$ cat config.mk
export PLATFORM = sky130hd
export DESIGN_NAME = icdf_seg_addr_pipe
export DESIGN_NICKNAME = d
export VERILOG_FILES = /design/src/rtl/icdf_seg_addr_pipe.sv
export SDC_FILE = /design/constraint.sdc
export NUM_CORES = 1
export LEC_CHECK = 0
export CORE_UTILIZATION = 30
export CTS_BUF_LIST = sky130_fd_sc_hd__clkbuf_8
export CTS_CLUSTER_DIAMETER = 120
export DETAILED_ROUTE_END_ITERATION = 8
export SLEW_MARGIN = 20
export SYNTH_ARGS = -nofsm -noshare
export SYNTH_HDL_FRONTEND = slang
export SYNTH_SLANG_ARGS = --single-unit
export TNS_END_PERCENT = 50
$ cat constraint.sdc
create_clock -name clk -period 4.8 [get_ports clk]
set_clock_uncertainty 0.1 [all_clocks]
set_input_delay 0.96 -clock clk [delete_from_list [all_inputs] [get_ports clk]]
set_output_delay 0.96 -clock clk [all_outputs]
set_load 0.1 [all_outputs]
$ cat src/rtl/icdf_seg_addr_pipe.sv
// rtl/icdf_seg_addr_pipe.sv - inverse-CDF segment address translator, 2-stage valid/ready pipeline
module icdf_seg_addr_pipe #(
    parameter int LZ_W   = 6,
    parameter int SUB_W  = 1,
    parameter int MAX_LZ = 61,
    parameter int ADDR_W = 7,
    parameter int CNT_W  = 16
) (
    input  logic              clk,
    input  logic              rst,
    input  logic              in_valid,
    output logic              in_ready,
    input  logic [LZ_W-1:0]   lz_count,
    input  logic [SUB_W-1:0]  sub_bits,
    input  logic              sign_in,
    output logic              out_valid,
    input  logic              out_ready,
    output logic [ADDR_W-1:0] seg_addr,
    output logic              sign_out,
    output logic              clamped,
    output logic [CNT_W-1:0]  clamp_cnt,
    input  logic              clamp_clr
);

    localparam logic [LZ_W-1:0]  MAX_LZ_V = LZ_W'(MAX_LZ);
    localparam logic [CNT_W-1:0] CNT_MAX  = '1;

    logic              s1_valid_q, s1_valid_d;
    logic [LZ_W-1:0]   s1_lz_q, s1_lz_d;
    logic [SUB_W-1:0]  s1_sub_q, s1_sub_d;
    logic              s1_clamp_q, s1_clamp_d;
    logic              s1_sign_q, s1_sign_d;

    logic              s2_valid_q, s2_valid_d;
    logic [ADDR_W-1:0] seg_addr_q, seg_addr_d;
    logic              sign_q, sign_d;
    logic              clamped_q, clamped_d;

    logic [CNT_W-1:0]  clamp_cnt_q, clamp_cnt_d;

    logic s1_load, s2_load, in_fire, in_over;

    // Bubble collapse: s1 can refill whenever it is empty, even while s2 stalls.
    assign s2_load  = !s2_valid_q || out_ready;
    assign s1_load  = !s1_valid_q || s2_load;
    assign in_fire  = in_valid && s1_load;
    assign in_over  = lz_count > MAX_LZ_V;
    assign in_ready = s1_load;

    always_comb begin
        s1_valid_d  = s1_valid_q;
        s1_lz_d     = s1_lz_q;
        s1_sub_d    = s1_sub_q;
        s1_clamp_d  = s1_clamp_q;
        s1_sign_d   = s1_sign_q;
        s2_valid_d  = s2_valid_q;
        seg_addr_d  = seg_addr_q;
        sign_d      = sign_q;
        clamped_d   = clamped_q;
        clamp_cnt_d = clamp_cnt_q;

        if (s1_load) begin
            s1_valid_d = in_valid;
        end
        if (in_fire) begin
            s1_lz_d    = in_over ? MAX_LZ_V : lz_count;
            s1_sub_d   = in_over ? {SUB_W{1'b1}} : sub_bits;
            s1_clamp_d = in_over;
            s1_sign_d  = sign_in;
        end

        if (s2_load) begin
            s2_valid_d = s1_valid_q;
        end
        if (s2_load && s1_valid_q) begin
            seg_addr_d = {s1_lz_q, s1_sub_q};
            sign_d     = s1_sign_q;
            clamped_d  = s1_clamp_q;
        end

        if (clamp_clr) begin
            clamp_cnt_d = '0;
        end else if (in_fire && in_over && clamp_cnt_q != CNT_MAX) begin
            clamp_cnt_d = clamp_cnt_q + CNT_W'(1);
        end
    end

    always_ff @(posedge clk) begin
        if (rst) begin
            s1_valid_q  <= 1'b0;
            s1_lz_q     <= '0;
            s1_sub_q    <= '0;
            s1_clamp_q  <= 1'b0;
            s1_sign_q   <= 1'b0;
            s2_valid_q  <= 1'b0;
            seg_addr_q  <= '0;
            sign_q      <= 1'b0;
            clamped_q   <= 1'b0;
            clamp_cnt_q <= '0;
        end else begin
            s1_valid_q  <= s1_valid_d;
            s1_lz_q     <= s1_lz_d;
            s1_sub_q    <= s1_sub_d;
            s1_clamp_q  <= s1_clamp_d;
            s1_sign_q   <= s1_sign_d;
            s2_valid_q  <= s2_valid_d;
            seg_addr_q  <= seg_addr_d;
            sign_q      <= sign_d;
            clamped_q   <= clamped_d;
            clamp_cnt_q <= clamp_cnt_d;
        end
    end

    assign out_valid = s2_valid_q;
    assign seg_addr  = seg_addr_q;
    assign sign_out  = sign_q;
    assign clamped   = clamped_q;
    assign clamp_cnt = clamp_cnt_q;

endmodule

==> flow_metrics.env, run 1 <==
export IMPL_setup_violations=0
export IMPL_gp_congestion=0.7719
export IMPL_grt_max_degree=26
export IMPL_area_growth_pct=34.22
export IMPL_grt_pass1_vias=1280
export IMPL_slew_viol_final=0
export IMPL_synthArstFlopShare_pct=0
export IMPL_cts_tree="done"
export IMPL_cts_resized=0
export IMPL_die_h_um=75.15
export IMPL_synth_seq_cells=36
export IMPL_yosysSeqAreaShare_pct=44.89
export IMPL_relSlewSlack_pct=34.98
export IMPL_cts_buffer_depth=2
export IMPL_synthCells=186
export IMPL_core_area_um2=5140
export IMPL_start_util_pct=31.23
export IMPL_outcome="finished, final reports clean"
export IMPL_worst_ep_arrival_time_ns=2.12
export IMPL_fmax_mhz=314.4
export IMPL_post_route_period_util_pct=66.26
export IMPL_peakVddDrop_mv=0.1182
export IMPL_synth_area_um2=1605
export IMPL_synthTopCellsByArea="dfxtp_1 (45%), mux2i_1 (7.5%), a21oi_1 (6.2%)"
export IMPL_die_w_um=75.15
export IMPL_grt_overflow=0
export IMPL_dpl_hpwl_um=2650
export IMPL_cts_buffers=5
export IMPL_yosys_warnings=0
export IMPL_detail_route_wl_per_cell_um=12.79
export IMPL_syn_area_per_cell_um2=8.631
export IMPL_cp_end_kind="primary output"
export IMPL_dpl_cell_area_um2=2058
export IMPL_grt_pass1_wl_um=5871
export IMPL_die_area_um2=5648
export IMPL_path_class="in -> out"
export IMPL_io_buffers=39
export IMPL_n_antenna_cell=0
export IMPL_clk_pin_slew_ns=0.07
export IMPL_drv_cap=0
export IMPL_drive_gt1_share_pct=6.637
export IMPL_yosys_area_top_type="dfxtp_1"
export IMPL_avgViaCountPerCell=4.929
export IMPL_crit_chain="clkdlybuf4s50_1 -> and3b_1 -> inv_1 -> buf_4"
export IMPL_rows=26
export IMPL_busiest_layer="met2"
export IMPL_leakage_nw=0.7508
export IMPL_period_minus_slack_ns=3.180
export IMPL_cts_htree_levels=2
export IMPL_clock_sinks=36
export IMPL_grt_use_total_pct=14.01
export IMPL_cp_start_kind="primary input"
export IMPL_use_met2_pct=21.02
export IMPL_detail_route_iter0_violations=114
export IMPL_cp_max_fo=5
export IMPL_setup_tns_final_ns=0
export IMPL_nets=240
export IMPL_ys_flop_type="dfxtp_1"
export IMPL_crit_required_ns=3.74
export IMPL_vias=1459
export IMPL_power_density_nw_per_um2=279.1
export IMPL_hold_buffers=0
export IMPL_clock_root_buffer="clkbuf_8"
export IMPL_grt_use_met3_pct=3.748
export IMPL_antenna_found_initial=0
export IMPL_drcViolationCount=0
export IMPL_grtUsageMet1_pct=18.41
export IMPL_syn_nets=200
export IMPL_hold_path_class="reg -> reg"
export IMPL_crit_path_max_incr_delay_ns=0.49
export IMPL_tightest_slew_ns=0.9723
export IMPL_final_area_um2=2155
export IMPL_wl_um=3787
export IMPL_cts_setup_buffers=0
export IMPL_io_pins=40
export IMPL_crit_slowest_cell="clkdlybuf4s50_1"
export IMPL_finalHoldViolCount=0
export IMPL_grt_setup_unrepaired="false"
export IMPL_synth_edf_count=0
export IMPL_clk_latency_ns=0.29
export IMPL_synth_top_cell_area_share_pct=44.89
export IMPL_ant_nets=0
export IMPL_ys_types=32
export IMPL_dr_pass1_iters=4
[worst max-delay path, delay by kind of cell]
| family | cells | cell delay (ns) |
|---|---|---|
| buf+inv | 3 | 0.93 |
| simple gates | 1 | 0.23 |
[cell usage in the layout (no fill, tap or decap), types with 2 or more instances in the layout]
cell / Yosys / layout
nor3_1: 6 / 6
clkbuf_8: 0 / 7
nor3b_1: 2 / 2
mux2i_1: 12 / 12
clkdlybuf4s50_1: 0 / 38
and3_1: 2 / 2
nor2_1: 18 / 18
o31ai_1: 8 / 8
nand3_1: 7 / 7
or4_1: 7 / 7
or3_1: 4 / 4
dfxtp_1: 36 / 36
and4_1: 3 / 3
inv_1: 4 / 4
a21oi_1: 20 / 20
buf_4: 0 / 3
nand4_1: 8 / 8
nor4_1: 4 / 4
and2_1: 3 / 3
nand2_1: 18 / 18
o21ai_0: 4 / 4
nand3b_1: 2 / 2
[synthesized netlist by cell type (3+ instances only)]
library cell  instances
o31ai_1               8
and2_1                3
nor3_1                6
and4_1                3
nor4_1                4
a21oi_1              20
mux2i_1              12
or4_1                 7
nor2_1               18
nand4_1               8
inv_1                 4
nand3_1               7
dfxtp_1              36
clkbuf_1              6
nand2_1              18
or3_1                 4
o21ai_0               4
[area by class of cell]
| cell class | instances | area [um^2] |
|---|---|---|
| inverter | 4 | 15.01 |
| sequential | 36 | 720.7 |
| clock buffer | 7 | 96.34 |
| timing repair buffer | 41 | 402.9 |
| tap | 70 | 87.58 |
| fill | 558 | 2985 |
| multi-input combinational | 138 | 832.0 |
[state kept, by name, indices dropped and copies added (netlist names)]
name and cells:
clamp_cnt 16, clamped 1, out_valid 1, s1_clamp_q 1, s1_lz_q 6, s1_sign_q 1, s1_sub_q 1, s1_valid_q 1
seg_addr 7, sign_out 1
[through the flow]
stage / std cells / total power, mW / util (%) / setup slack [ns] / hold slack, ns
finish: 296 / 0.6013 / 41.92 / 1.620 / 0.3542
global route: 296 / 0.6253 / 41.92 / 1.553 / 0.3745
CTS: 296 / 0.6064 / 41.92 / 1.617 / 0.3537
detailed placement: 289 / 0.3756 / 40.04 / 1.575 / 0.3442
global placement: 289 / 0.3754 / 40.04 / 1.623 / 0.3427
floorplan: 186 / 0.3535 / - / 1.688 / 0.3312
[metal layers]
metal  vias up  part of all wire, %
met2        22                   45
met1       667                   50
met4         0                  2.3
li1        763                    -
met3         7                  3.0
met5         -                    0
[cell families (layout without fill, tap and decap cells)]
kind of cell,count (synthesis),after routing,share of synthesized area [%]
AO/OA/AOI/OAI,33,33,11.61
adder cells (fa/ha/maj),1,1,0.7793
buffers and inverters,12,52,3.273
flip-flops,36,36,44.89
multiplexers,12,12,7.483
AND/OR/NAND/NOR,92,92,31.96
[worst paths after layout]
check / slack [ns] / from / depth (start not counted) / endpoint
setup / recovery: 1.62 / out_ready / 4 / in_ready
setup reg to reg: 2.53 / clamp_cnt[0]$_SDFFE_PP0P_ / 5 / clamp_cnt[15]$_SDFFE_PP0P_
hold / removal: 0.35 / s1_lz_q[1]$_SDFFE_PP0P_ / 2 / s1_lz_q[1]$_SDFFE_PP0P_
hold reg to reg: 0.35 / s1_lz_q[1]$_SDFFE_PP0P_ / 2 / s1_lz_q[1]$_SDFFE_PP0P_
[power by group]
group          switching [mW]  internal (mW)  leakage [nW]  total (mW)
clock network           0.105          0.128        0.0503       0.233
registers             0.00357          0.306         0.292       0.309
logic                  0.0377         0.0217         0.408      0.0594
total                   0.146          0.455         0.751       0.601
No activity file was read; power rests on OpenSTA's default activity.
==> run 2: changes to the inputs <==
Clock period 4.8 ns to 2.7 ns, I/O delays scaled along.
==> run 2 against run 1 <==
Effect of this change:
- die area unchanged
- sequential share of layout area about the same
- setup slack lost 1.4 ns
==> flow_metrics.env, run 2 (synthesis results as in run 1) <==
export IMPL_tightest_slew_ns=0.3817
export IMPL_die_w_um=75.15
export IMPL_clk_latency_ns=0.29
export IMPL_fin_util_pct=42.26
export IMPL_ant_nets=0
export IMPL_largest_reg_flops=16
export IMPL_grtUsageMet1_pct=20.57
export IMPL_cts_resized=0
export IMPL_cp_max_fo=12
export IMPL_r2r_cells=4
export IMPL_grt_pass1_wl_um=6182
export IMPL_grt_max_degree=21
export IMPL_wl_um=3894
export IMPL_final_cell_count_no_fill=303
export IMPL_cp_endpoint="clamp_cnt[9]$_SDFFE_PP0P_"
export IMPL_die_area_um2=5648
export IMPL_rr_endpoint="clamp_cnt[9]$_SDFFE_PP0P_"
export IMPL_rows=26
export IMPL_cts_buffer_depth=2
export IMPL_clk_pin_slew_ns=0.07
export IMPL_detail_route_iter0_violations=128
export IMPL_combPwrFrac_pct=9.6
export IMPL_period_minus_slack_ns=2.480
export IMPL_vias=1511
export IMPL_core_area_um2=5140
export IMPL_cts_tree="done"
export IMPL_relSlewSlack_pct=74.32
export IMPL_crit_chain="clkdlybuf4s50_1 -> and3b_1 -> or4_4 -> or4_1 -> a21oi_1"
export IMPL_use_met2_pct=21.42
export IMPL_slew_viol_final=0
export IMPL_io_buffers=39
export IMPL_dp_slack_ns=-0.07662
export IMPL_post_route_period_util_pct=91.86
export IMPL_grt_overflow=0
export IMPL_leakage_nw=0.8436
export IMPL_detail_route_wl_per_cell_um=12.85
export IMPL_cp_start_kind="primary input"
export IMPL_drcViolationCount=0
export IMPL_worst_ep_arrival_time_ns=2.60
export IMPL_setup_violations=0
export IMPL_final_common_cell="buf_4"
export IMPL_holdWs_ns=0.3563
export IMPL_cp_end_kind="flip-flop"
export IMPL_start_util_pct=31.23
export IMPL_avgViaCountPerCell=4.987
export IMPL_pwr_share_clk_pct=41.7
export IMPL_rrSetupSlack_ns=0.63
export IMPL_placedCellCount=295
export IMPL_grt_use_met3_pct=4.016
export IMPL_clock_sinks=36
export IMPL_cts_buffers=5
export IMPL_peakVddDrop_mv=0.2063
export IMPL_swShare_pct=24.17
export IMPL_crit_path_max_incr_delay_ns=0.63
export IMPL_cts_htree_levels=2
export IMPL_grt_setup_unrepaired="false"
export IMPL_nets=246
export IMPL_min_from="s1_lz_q[5]$_SDFFE_PP0P_"
export IMPL_finalHoldViolCount=0
export IMPL_power_density_nw_per_um2=519.8
export IMPL_n_antenna_cell=0
export IMPL_cts_setup_buffers=0
export IMPL_seq_power_share_pct=48.7
export IMPL_drv_cap=0
export IMPL_hold_path_class="reg -> reg"
export IMPL_nFillCells=551
export IMPL_busiest_layer="met2"
export IMPL_antenna_found_initial=0
export IMPL_fmax_mhz=403.2
export IMPL_p_int_mw=0.8562
export IMPL_dpl_hpwl_um=2738
export IMPL_gp_congestion=0.7350
export IMPL_die_h_um=75.15
export IMPL_clock_root_buffer="clkbuf_8"
export IMPL_layout_common_cells="buf_4 (34), dfxtp_1 (31), a21oi_1 (20)"
export IMPL_grt_pass1_vias=1277
export IMPL_dr_pass1_iters=4
export IMPL_cp_startpoint="out_ready"
export IMPL_io_pins=40
export IMPL_area_growth_pct=35.31
export IMPL_path_class="in -> reg"
export IMPL_setup_tns_final_ns=0
export IMPL_r2r_start="clamp_cnt[3]$_SDFFE_PP0P_"
export IMPL_drive_gt1_share_pct=23.18
export IMPL_final_setup_worst_slack_ns=0.2198
export IMPL_netSwitchingPower_mw=0.2729
export IMPL_crit_slowest_cell="or4_4"
export IMPL_crit_required_ns=2.82
export IMPL_outcome="finished, final reports clean"
export IMPL_hold_buffers=0
export IMPL_grt_use_total_pct=14.58
==> run 2: cell count changes in the layout (fill, tap and decap cells not counted), moves of 2 or more <==
| cell | previous run | this run |
|---|---|---|
| buf_4 | 3 | 34 |
| clkinvlp_4 | 0 | 2 |
| dfxtp_2 | 0 | 5 |
| clkbuf_8 | 7 | 5 |
| dfxtp_1 | 36 | 31 |
| clkdlybuf4s50_1 | 38 | 12 |
==> run 2: worst min path at each step <==
stage                              end  cells after the start
2_1_floorplan  s1_lz_q[1]$_SDFFE_PP0P_                      2
3_3_place_gp   s1_lz_q[1]$_SDFFE_PP0P_                      2
3_5_place_dp   s1_lz_q[5]$_SDFFE_PP0P_                      2
4_1_cts        s1_lz_q[5]$_SDFFE_PP0P_                      2
5_1_grt        s1_lz_q[1]$_SDFFE_PP0P_                      2
6_report       s1_lz_q[5]$_SDFFE_PP0P_                      2
==> run 2: worst max-delay path, delay by kind of cell <==
family / cells / cell delay, ns
simple gates: 3 / 1.40
buf+inv: 1 / 0.49
compound gates: 1 / 0.16
==> run 2: layer usage <==
layer	share of wire, %	wire length, um
met1	49	1911
met2	46	1796
met3	3.5	136
met4	1.3	50
met5	0	0
==> run 2: through the flow <==
step	cell area (um^2)	total power, mW
6_report	2172	1.129
5_1_grt	2172	1.178
4_1_cts	2172	1.145
3_5_place_dp	2061	0.6699
3_3_place_gp	2061	0.6698
2_1_floorplan	1615	0.6287
==> run 2: area by class of cell <==
class,instances,area (um^2),share of cell area (%)
Tap cell,70,87.58,4.032
Timing Repair Buffer,47,395.4,18.20
Clock buffer,5,68.82,3.168
Sequential cell,36,726.9,33.47
Inverter,4,18.77,0.8641
Multi-Input combinational cell,138,832.0,38.31
Clock inverter,3,42.54,1.959
==> run 2: power by group through the flow <==
stage	Sequential (mW)	Clock, mW	Combinational, mW
after global placement	0.562	0	0.108
after detailed placement	0.562	0	0.108
after CTS	0.550	0.487	0.108
final	0.550	0.471	0.108
after global routing	0.551	0.510	0.117
after floorplan	0.590	0	0.0385
==> run 3: changes to the inputs <==
Settings changed: SLEW_MARGIN 20 to not set.
==> results of run 3 <==
Final layout, timing and power as in run 2 (identical DEF).
